### src/rtl/regs_pkg.sv
// Shared defines for the RV32I core: bus widths, register-file size and
// the common zero/enable constants used by the execute and decode stages.
package regs_pkg;

  localparam int RegNum = 32;

  typedef logic [4:0]  RegAddrBus;
  typedef logic [31:0] RegBus;

  localparam RegBus     ZeroWord     = 32'h0000_0000;
  localparam RegAddrBus ZeroReg      = 5'd0;
  localparam logic      WriteEnable  = 1'b1;
  localparam logic      WriteDisable = 1'b0;

endpackage

### src/rtl/regs.sv
// Architectural integer register file: 32 x 32-bit, x0 hardwired to zero,
// one write port from execute, two bypassed read ports for decode, one raw debug port.
module regs
  import regs_pkg::*;
#(
  parameter int REG_NUM = RegNum,
  parameter int DATA_W  = $bits(RegBus),
  localparam int AW     = $clog2(REG_NUM)
) (
  input  logic              clk,
  input  logic              rst_n,
  input  logic [AW-1:0]     reg_addr_i,
  input  logic [DATA_W-1:0] reg_data_i,
  input  logic              reg_wen_i,
  input  logic [AW-1:0]     rs1_addr_i,
  output logic [DATA_W-1:0] rs1_data_o,
  input  logic [AW-1:0]     rs2_addr_i,
  output logic [DATA_W-1:0] rs2_data_o,
  input  logic [AW-1:0]     dbg_addr_i,
  output logic [DATA_W-1:0] dbg_data_o
);

  logic [DATA_W-1:0] mem_q [REG_NUM];
  logic              wr_hit;

  assign wr_hit = (reg_wen_i == WriteEnable) && (reg_addr_i != '0);

  // NOTE: the array is reset asynchronously because reset must clear
  // architectural state at once; entry 0 keeps its reset value forever.
  always_ff @(posedge clk or negedge rst_n) begin
    if (!rst_n) begin
      for (int i = 0; i < REG_NUM; i++) begin
        mem_q[i] <= '0;
      end
    end else if (wr_hit) begin
      mem_q[reg_addr_i] <= reg_data_i;
    end
  end

  // Read side: zero during reset or for x0, then same-cycle write bypass,
  // then stored value. Debug port skips the bypass to show committed state.
  always_comb begin
    rs1_data_o = '0;
    rs2_data_o = '0;
    dbg_data_o = '0;
    if (rst_n) begin
      if (rs1_addr_i != '0) begin
        rs1_data_o = (wr_hit && reg_addr_i == rs1_addr_i) ? reg_data_i : mem_q[rs1_addr_i];
      end
      if (rs2_addr_i != '0) begin
        rs2_data_o = (wr_hit && reg_addr_i == rs2_addr_i) ? reg_data_i : mem_q[rs2_addr_i];
      end
      if (dbg_addr_i != '0) begin
        dbg_data_o = mem_q[dbg_addr_i];
      end
    end
  end

endmodule

### config.mk
export PLATFORM = sky130hd
export DESIGN_NAME = regs
export DESIGN_NICKNAME = d
export VERILOG_FILES = /design/src/rtl/regs_pkg.sv /design/src/rtl/regs.sv
export SDC_FILE = /design/constraint.sdc
export NUM_CORES = 2
export LEC_CHECK = 0
export BUFFER_PORTS_ARGS = -buffer_cell sky130_fd_sc_hd__buf_2
export CORE_AREA = 2 2 381 383
export CTS_BUF_LIST = sky130_fd_sc_hd__clkbuf_2 sky130_fd_sc_hd__clkbuf_4 sky130_fd_sc_hd__clkbuf_8
export DETAILED_ROUTE_END_ITERATION = 10
export DIE_AREA = 0 0 383 385
export SLEW_MARGIN = 20
export SYNTH_ARGS = -nofsm -noshare
export SYNTH_HDL_FRONTEND = slang
export SYNTH_SLANG_ARGS = --single-unit
### constraint.sdc
create_clock -name clk -period 2.55 [get_ports clk]
set_clock_uncertainty 0.05 [all_clocks]
set_input_delay 0.255 -clock clk [delete_from_list [all_inputs] [get_ports clk]]
set_output_delay 0.255 -clock clk [all_outputs]
set_load 0.02 [all_outputs]
==> results.json <==
{
  "outcome": "finished, violations left",
  "violations": "negative setup slack",
  "die_area_sq_um": 147000,
  "tightest_slew_ns": 0.905,
  "reg2reg_to": "mem_q[416]$_DFFE_PN0P_",
  "port_buffers": 150,
  "drive_above_1_share": 0.555,
  "clock_path_buffers": 3,
  "final_hold_viol_count": 0,
  "p_per_area_nw_per_um2": 695,
  "yosysWarnings": 0,
  "critical_path_arrival_ns": 2.82,
  "routed-via-count": 48247,
  "synth_top_area_share": 0.399,
  "wirelength_mm": 246,
  "fin_ws_ns": -0.575,
  "regMostFlops": "mem_q",
  "maxSlewViolCount": 0,
  "first_pass_iters": 5,
  "drt_iter0_markers": 4978,
  "pin_count": 151,
  "gr-total-overflow": 0,
  "gr-usage-all-layers": 0.335,
  "synth_flop_cell": "dfrtp_1",
  "cp-start-kind": "flip-flop",
  "grt_setup_unrepaired": "true",
  "setup_viol": 96,
  "hold_end": "mem_q[650]$_DFFE_PN0P_",
  "slew_headroom": 0.397,
  "grt_pass1_vias": 48913,
  "cap_violations": 0,
  "synth_common_cells": "dfrtp_1, mux2_2, mux4_2",
  "grt_max_degree": 115,
  "required_ns": 2.25,
  "avgSynthCellArea_sq_um": 13.8,
  "avgRoutedWirePerCell_um": 34.8,
  "post-synth-top-count-cell": "dfrtp_1",
  "insertion_delay_ns": 0.93,
  "ant_nets": 0,
  "r2r-start": "mem_q[416]$_DFFE_PN0P_",
  "multiInputGateArea_sq_um": 38600,
  "synth_area_sq_um": 64200,
  "holdCritStartpoint": "reg_addr_i[0]",
  "reg_top3": "mem_q: 1024 flops",
  "timing.hold.ws_ns": 0.148,
  "gp_congestion": 0.865,
  "fill_cells": 11590,
  "root_buffer": "clkbuf_8",
  "fmax_ghz": 0.320,
  "initial_utilization": 0.448,
  "synth_seq_area_share": 0.399,
  "cellLeakagePower_nw": 33.9,
  "p_total_mw": 55.0,
  "period_minus_slack_ns": 3.13,
  "holdPathStages": 4,
  "crit_path_end_kind": "output pin",
  "clock_sinks": 1024,
  "dieHeight_um": 385,
  "drc": 0,
  "vias_per_cell": 6.82,
  "synth-seq-cells": 1024,
  "areaGrowthSynthToFinish_pct": 23.2,
  "fp.coreArea_sq_um": 143000,
  "crit_type": "flip-flop to output pin",
  "dpl.hpwl_mm": 151,
  "final_cells": 7074,
  "rows": 139,
  "rr_worst_depth": 3,
  "peakVddDrop_v": 0.000539,
  "synth_edf_count": 0,
  "synth_area_leaders": "dfrtp_1, mux4_2, mux2_2, mux2i_1, mux2_1",
  "post_synth_num_cell_types": 45,
  "post-route-period-util": 1.23,
  "regArea_sq_um": 25600,
  "largest_reg_flops": 1024,
  "r2r_slack_ns": 1.45,
  "nets": 5081,
  "syn_inst": 4632,
  "cp_max_fo": 4,
  "hold_path.class": "primary input to flip-flop",
  "cts_tree": "yes",
  "antenna_found_initial": 3,
  "cts_buffers": 181,
  "syn_nets": 4687,
  "grt_pass1_wl_mm": 357,
  "dp.cells": 6562,
  "synth_area_leader_cell": "dfrtp_1",
  "die_width_um": 383,
  "path_clk_slew_ns": 0.07,
  "cts_max_level": 4,
  "synthArstFlopShare": 1.00,
  "utilization": 0.552
}
cell usage in the layout (no fill, tap or decap), types with 48 or more instances in the layout:
| master | synthesis | final |
|---|---|---|
| a211o_1 | 64 | 64 |
| buf_12 | 0 | 185 |
| buf_4 | 59 | 396 |
| buf_6 | 33 | 104 |
| clkbuf_8 | 0 | 230 |
| dfrtp_1 | 1024 | 1024 |
| mux2_1 | 146 | 146 |
| mux2_2 | 932 | 884 |
| mux2_4 | 0 | 48 |
| mux2i_1 | 481 | 472 |
| mux4_2 | 608 | 608 |
| nor2_1 | 164 | 148 |
| nor4_1 | 52 | 49 |
| o21ai_0 | 97 | 92 |
| o22ai_1 | 74 | 74 |
area by class of cell:
type / count / share of cell area
flip-flops and latches: 1024 / 0.324
well taps: 1903 / 0.0301
inverters: 2 / 0.0000950
multi-input cells: 3051 / 0.488
clock inverters: 48 / 0.00565
clock buffers: 277 / 0.0445
repair buffers: 766 / 0.108
diodes: 3 / 0.0000950
layer usage:
layer	share of wire	vias up	track usage
li1	-	19053	-
met1	0.41	25732	0.474
met2	0.43	2829	0.485
met3	0.11	633	0.0886
met4	0.048	0	0.147
met5	0	-	0
kinds of logic after synthesis:
kind of cell | count (synthesis) | share of synthesized area
AO/OA/AOI/OAI | 502 | 0.0522
XOR/XNOR | 8 | 0.00109
buffers and inverters | 557 | 0.0418
flip-flops | 1024 | 0.399
multiplexers | 2167 | 0.478
AND/OR/NAND/NOR | 374 | 0.0277
critical path: stages, from the launching register on:
cell and delay [ns]:
dfrtp_1 0.41, mux4_2 0.50, mux4_2 0.49, nand3_2 0.10, o21ai_2 0.07, buf_6 0.16
buf_6 0.14
report_power, final:
group	leakage (nW)	switching, mW	total, mW	internal, mW
Combinational	18.7	6.60	15.7	9.10
Sequential	13.1	2.97	22.3	19.3
Clock	2.12	7.46	17.0	9.49
worst max-delay path by stage:
stage,cells past startpoint,endpoint,from
2_1_floorplan,7,dbg_data_o[14],dbg_addr_i[1]
3_3_place_gp,9,rs2_data_o[27],reg_addr_i[1]
3_5_place_dp,9,rs2_data_o[27],reg_addr_i[1]
4_1_cts,7,rs2_data_o[8],mem_q[904]$_DFFE_PN0P_
5_1_grt,6,dbg_data_o[13],mem_q[13]$_DFFE_PN0P_
6_report,6,dbg_data_o[13],mem_q[141]$_DFFE_PN0P_
per-stage QoR:
step	cell area, sq um	setup slack, ns	setup TNS (ns)
after floorplan	64200	0.291	0
after global placement	70600	-0.490	-14.85
after detailed placement	70600	-0.432	-12.88
after CTS	78300	-0.687	-44.13
after global routing	79100	-0.630	-43.62
final	79100	-0.575	-37.76
repair_timing:
item / in CTS / in global routing
resized for setup: 512 / 84
endpoints found under the hold margin: 1588 / 0
gates cloned: 0 / 0
hold buffers: 33 / 0
setup buffers: 125 / 40
pin swaps: 135 / 74
setup endpoints to repair: 96 / 96
Power figures use the tool's default switching activity.
